[src/rtl/gpio_port.sv]
// gpio_port: register-mapped GPIO with per-pin direction, output latch, synchronised input and edge interrupts.
// Optional macro GPIO_DEBOUNCE_EN inserts a per-pin debouncer between the synchroniser and the edge detector.
module gpio_port #(
    parameter int          NUM_PINS       = 8,
    parameter logic [23:0] BASE_ADDR      = 24'h2060,
    parameter logic [7:0]  DIR_RESET      = 8'h00,
    parameter logic [7:0]  DATA_RESET     = 8'h00,
    parameter int          DEBOUNCE_TICKS = 4
) (
    input  logic                clk,
    input  logic                reset,
    input  logic                clk_ce,
    input  logic                bus_write,
    input  logic                bus_read,
    input  logic [23:0]         bus_address_in,
    input  logic [7:0]          bus_data_in,
    output logic [7:0]          bus_data_out,
    input  logic [NUM_PINS-1:0] pin_in,
    output logic [NUM_PINS-1:0] pin_out,
    output logic [NUM_PINS-1:0] pin_oe,
    output logic                irq
);

    localparam logic [2:0] REG_DIR  = 3'd0;
    localparam logic [2:0] REG_DATA = 3'd1;
    localparam logic [2:0] REG_IEN  = 3'd2;
    localparam logic [2:0] REG_EDGE = 3'd3;
    localparam logic [2:0] REG_BOTH = 3'd4;
    localparam logic [2:0] REG_PEND = 3'd5;

    logic [NUM_PINS-1:0] dir_q, latch_q, ien_q, edge_q, both_q, pend_q;
    logic [NUM_PINS-1:0] s1, s2, prev, in_v;
    logic [NUM_PINS-1:0] rise, fall, det, pend_clr, wdata, rd_pins;
    logic [23:0]         addr_off;
    logic                hit, wr;
    logic [2:0]          reg_sel;
    logic                unused_bits;

    // Unsigned subtraction makes the 8-byte window work for any BASE_ADDR alignment.
    assign addr_off = bus_address_in - BASE_ADDR;
    assign hit      = (addr_off[23:3] == 21'd0);
    assign reg_sel  = addr_off[2:0];
    assign wr       = clk_ce & bus_write & hit;
    assign wdata    = bus_data_in[NUM_PINS-1:0];

    // Reads have no side effects and upper data bits are dropped on narrow builds.
    assign unused_bits = ^{bus_read, bus_data_in};

`ifdef GPIO_DEBOUNCE_EN
    localparam int               CNT_W    = $clog2(DEBOUNCE_TICKS + 1);
    localparam logic [CNT_W-1:0] CNT_LAST = CNT_W'(DEBOUNCE_TICKS - 1);

    logic [CNT_W-1:0]    db_cnt [NUM_PINS];
    logic [NUM_PINS-1:0] db_stable;

    // With a 1-bit signal, any change of s2 while counting is a return to the stable level,
    // so comparing against stable restarts the count on every new sample value.
    always_ff @(posedge clk) begin
        if (reset) begin
            db_stable <= '0;
            // NOTE: the counter array is small control state, not a RAM, so it is reset like any other flop.
            for (int i = 0; i < NUM_PINS; i++) db_cnt[i] <= '0;
        end else if (clk_ce) begin
            for (int i = 0; i < NUM_PINS; i++) begin
                if (s2[i] == db_stable[i]) begin
                    db_cnt[i] <= '0;
                end else if (db_cnt[i] == CNT_LAST) begin
                    db_stable[i] <= s2[i];
                    db_cnt[i]    <= '0;
                end else begin
                    db_cnt[i] <= db_cnt[i] + CNT_W'(1);
                end
            end
        end
    end

    assign in_v = db_stable;
`else
    localparam int unused_debounce_ticks = DEBOUNCE_TICKS;

    assign in_v = s2;
`endif

    assign rise     = in_v & ~prev;
    assign fall     = ~in_v & prev;
    assign det      = (both_q & (rise | fall)) | (~both_q & ((edge_q & rise) | (~edge_q & fall)));
    assign pend_clr = (wr && reg_sel == REG_PEND) ? wdata : '0;

    always_ff @(posedge clk) begin
        if (reset) begin
            s1      <= '0;
            s2      <= '0;
            prev    <= '0;
            dir_q   <= DIR_RESET[NUM_PINS-1:0];
            latch_q <= DATA_RESET[NUM_PINS-1:0];
            ien_q   <= '0;
            edge_q  <= '0;
            both_q  <= '0;
            pend_q  <= '0;
        end else if (clk_ce) begin
            // NOTE: non-blocking assignments so s1->s2->prev form a real shift chain.
            s1     <= pin_in;
            s2     <= s1;
            prev   <= in_v;
            // A detected edge wins over a same-tick write-1-to-clear.
            pend_q <= (pend_q & ~pend_clr) | det;
            if (wr) begin
                case (reg_sel)
                    REG_DIR:  dir_q   <= wdata;
                    REG_DATA: latch_q <= wdata;
                    REG_IEN:  ien_q   <= wdata;
                    REG_EDGE: edge_q  <= wdata;
                    REG_BOTH: both_q  <= wdata;
                    default:  ;
                endcase
            end
        end
    end

    always_comb begin
        // NOTE: default first so no path through the case leaves rd_pins unassigned (no latch).
        rd_pins = '0;
        case (reg_sel)
            REG_DIR:  rd_pins = dir_q;
            REG_DATA: rd_pins = (dir_q & latch_q) | (~dir_q & in_v);
            REG_IEN:  rd_pins = ien_q;
            REG_EDGE: rd_pins = edge_q;
            REG_BOTH: rd_pins = both_q;
            REG_PEND: rd_pins = pend_q;
            default:  rd_pins = '0;
        endcase
    end

    assign bus_data_out = hit ? 8'(rd_pins) : 8'h00;
    assign pin_out      = latch_q;
    assign pin_oe       = dir_q;
    assign irq          = |(pend_q & ien_q);

endmodule
[config.mk]
export PLATFORM = sky130hd
export DESIGN_NAME = gpio_port
export DESIGN_NICKNAME = d
export VERILOG_FILES = /design/src/rtl/gpio_port.sv
export SDC_FILE = /design/constraint.sdc
export NUM_CORES = 1
export LEC_CHECK = 0
export BUFFER_PORTS_ARGS = -buffer_cell sky130_fd_sc_hd__buf_4
export CORE_MARGIN = 5
export CORE_UTILIZATION = 57
export CTS_CLUSTER_SIZE = 10
export DETAILED_ROUTE_END_ITERATION = 8
export GPL_TIMING_DRIVEN = 0
export PLACE_DENSITY = 0.89
export SYNTH_ARGS = -nofsm -noshare
export SYNTH_HDL_FRONTEND = slang
export SYNTH_SLANG_ARGS = --single-unit
[constraint.sdc]
create_clock -name clk -period 7.2 [get_ports clk]
set_input_delay 1.44 -clock clk [delete_from_list [all_inputs] [get_ports clk]]
set_output_delay 1.44 -clock clk [all_outputs]
set_load 0.03 [all_outputs]
==> out/metrics.yaml <==
ir_drop_mv: 0.128
drt-total-wl_mm: 11.0
cts-htree-levels: 3
setup_viol: 0
synth-edff-count: 0
grt_max_degree: 12
syn2layout_area_growth_pct: 19.7
yosysUniqueCellTypes: 36
syn_area_um2: 3910
initial_core_util_pct: 58.2
port_buffers: 63
cts_setup_buffers: 0
hold_viol_final: 0
drive_gt1_share_pct: 19.3
die_area_um2: 8620
cpPeakStageDelay_ns: 0.58
detail_route.iter0.violations: 347
worst_pin_slew_ns: 0.893
synth_cells: 419
grt_util_all_layers_pct: 26.2
fin_crit_ns: 5.40
outcome: "complete, no violations"
wl_met2_mm: 5.14
rows: 30
via_per_inst: 6.08
p_switching_mw: 0.199
maxCapViolCount: 0
gp_congestion: 0.974
synth_top_cell_by_area: "dfxtp_1"
synth.top_cell.area_share_pct: 36.8
layout.nets: 554
first_global_vias: 3408
skew_ns: 0.00985
async_flop_share_pct: 0
first_pass_iters: 5
r2r_start: "in_v[3]"
final_common_cell: "dfxtp_1"
fmax_ghz: 0.185
p_int_mw: 0.617
antenna_found_initial: 0
relSlewSlack_pct: 40.5
cp.depth: 8
die_y_um: 92.9
grt-ovfl-total: 0
wire_per_inst_um: 19.1
r2r_end: "pend_q[3]"
total_power_mw: 0.816
start_kind: "input pin"
synth-main-ff-cell: "dfxtp_1"
crit_buf_inv: 3
crit_top_cell: "buf_4"
post_cts_resize_count: 0
worstPathArrival_ns: 3.96
cts_buffer_depth: 2
period_share_pct: 75.0
p_seq_share_pct: 50.0
antenna_left: 0
reg2reg_depth: 6
die_w_um: 92.9
cts_tree: "yes"
mostFrequentLayoutCells: "dfxtp_1, mux2i_1, buf_4, nand2b_1, nor2_1"
clkPwrFrac_pct: 40.0
rsz0062_at_grt: "no"
leakagePower_nw: 2.05
seq_area_frac_synth_pct: 36.8
hold_path.class: "flip-flop to flip-flop"
crit_slowest_cell: "nor4_4"
ys_ff_latch: 72
syn_nets: 480
r2r_setup_slack_ns: 5.58
fp.coreArea_um2: 6720
met3_length_mm: 1.25
pin_count: 70
clock-sinks: 72
end_kind: "output port"
cp_top_family: "simple AND/OR/NAND/NOR gates"
grt_pass1_wl_mm: 17.5
powerDensity_nw_per_um2: 174
clkLatencyLatePin_ns: 0.35
num_antenna_cells: 0
postCtsHoldBufs: 0
setup_tns_ns: 0
syn_area_per_cell_um2: 9.34
vias: 3515
synth.area.top_cells: "dfxtp_1, mux2i_1, nand2b_1, ha_1, nor2_1"
numCtsBuffers: 9
crit_type: "input pin to output port"
crit_chain: "buf_4 -> or3_4 -> or4_4 -> nor4_4 -> o21ai_2 -> buf_6 -> nor2_1 -> buf_4"
seq_area_um2: 1440
startpoint: "bus_address_in[14]"
clk_pin_slew_ns: 0.07
fill_cells: 515
cp_max_fo: 10
yosys_warnings: 0
slew_violations: 0
cp.required_ns: 5.76
comb_power_share_pct: 10.0
wl_met1_mm: 4.36
swShare_pct: 24.4
hpwlAfterDp_mm: 7.71
route.detailed.drc: 0
clock-root-buffer: "clkbuf_8"
crit_path_end: "bus_data_out[0]"
multi_input_area_um2: 2280
routed.top_layer: "met4"
fin_util_pct: 69.7
[flip-flops by register name, indices dropped and copies added (netlist names)]
register  count
prev          8
s1            8
ien_q         8
pend_q        8
in_v          8
pin_oe        8
pin_out       8
edge_q        8
both_q        8
[tightest hold or removal path: stages (launching register included)]
cell	delay, ns
dfxtp_1	0.33
mux2i_1	0.07
nor2_1	0.07
[worst min path at each step]
stage                     slack (ns)         end  cells after the start       start
after global placement          0.47     in_v[7]                      2       s1[7]
after global routing            0.52   edge_q[7]                      2   edge_q[7]
after detailed placement        0.49  pin_out[2]                      2  pin_out[2]
final                           0.50     in_v[6]                      2       s1[6]
after floorplan                 0.46       s1[0]                      2       s1[0]
after CTS                       0.50  pin_out[2]                      2  pin_out[2]
[cells in the mapped netlist (2+ instances only)]
master / n
a2111oi_0: 2
o21ai_0: 5
nor2_1: 45
a21oi_1: 16
ha_1: 16
nand3_1: 11
clkbuf_1: 19
mux2i_1: 66
nand2_1: 14
mux2_2: 8
o21a_1: 9
o211ai_1: 9
o31ai_1: 5
dfxtp_1: 72
nor3_1: 2
and2_1: 4
buf_1: 3
nor2b_1: 2
o2111ai_4: 5
nor4_4: 2
a221oi_1: 10
inv_1: 27
a22oi_1: 6
nand2b_1: 49
[cell families (layout without fill, tap and decap cells)]
group	after synthesis	in the layout	synth area share [%]
and+or+nand+nor	135	135	18.5
muxes	74	74	19.2
DFF	72	72	36.8
AOI/OAI and AO/OA	71	71	15.2
buffers and inverters	50	129	4.99
adders and majority gates	16	16	5.12
xor gates and xnor gates	1	1	0.224
[through the flow]
| stage | cell area, µm² | hold slack (ns) | instances | setup WS [ns] |
|---|---|---|---|---|
| finish | 4680 | 0.501 | 578 | 1.80 |
| floorplan | 3910 | 0.460 | 419 | 2.13 |
| detailed placement | 4490 | 0.487 | 562 | 1.84 |
| CTS | 4680 | 0.499 | 578 | 1.82 |
| global placement | 4490 | 0.472 | 562 | 1.88 |
| global route | 4680 | 0.519 | 578 | 1.71 |
[final cells by class]
type,instances,area share [%]
Inverter,27,2.16
Clock inverter,3,0.855
Sequential cell,72,30.8
Tap cell,80,2.14
Clock buffer,13,3.39
Timing Repair Buffer,63,10.1
Multi-Input combinational cell,297,48.6
Buffer,23,2.00
[power groups by stage]
stage	clock network [mW]	logic, mW	registers (mW)
6_report	0.327	0.0814	0.408
5_1_grt	0.346	0.0872	0.409
4_1_cts	0.325	0.0805	0.408
3_5_place_dp	0	0.0800	0.417
3_3_place_gp	0	0.0770	0.417
2_1_floorplan	0	0.0467	0.416
[per-layer routing]
| layer | track usage (%) | vias up |
|---|---|---|
| met5 | 0 | - |
| met4 | 10.9 | 0 |
| met3 | 6.34 | 31 |
| met2 | 42.8 | 223 |
| met1 | 32.9 | 1652 |
| li1 | - | 1609 |
Power figures use the tool's default switching activity.
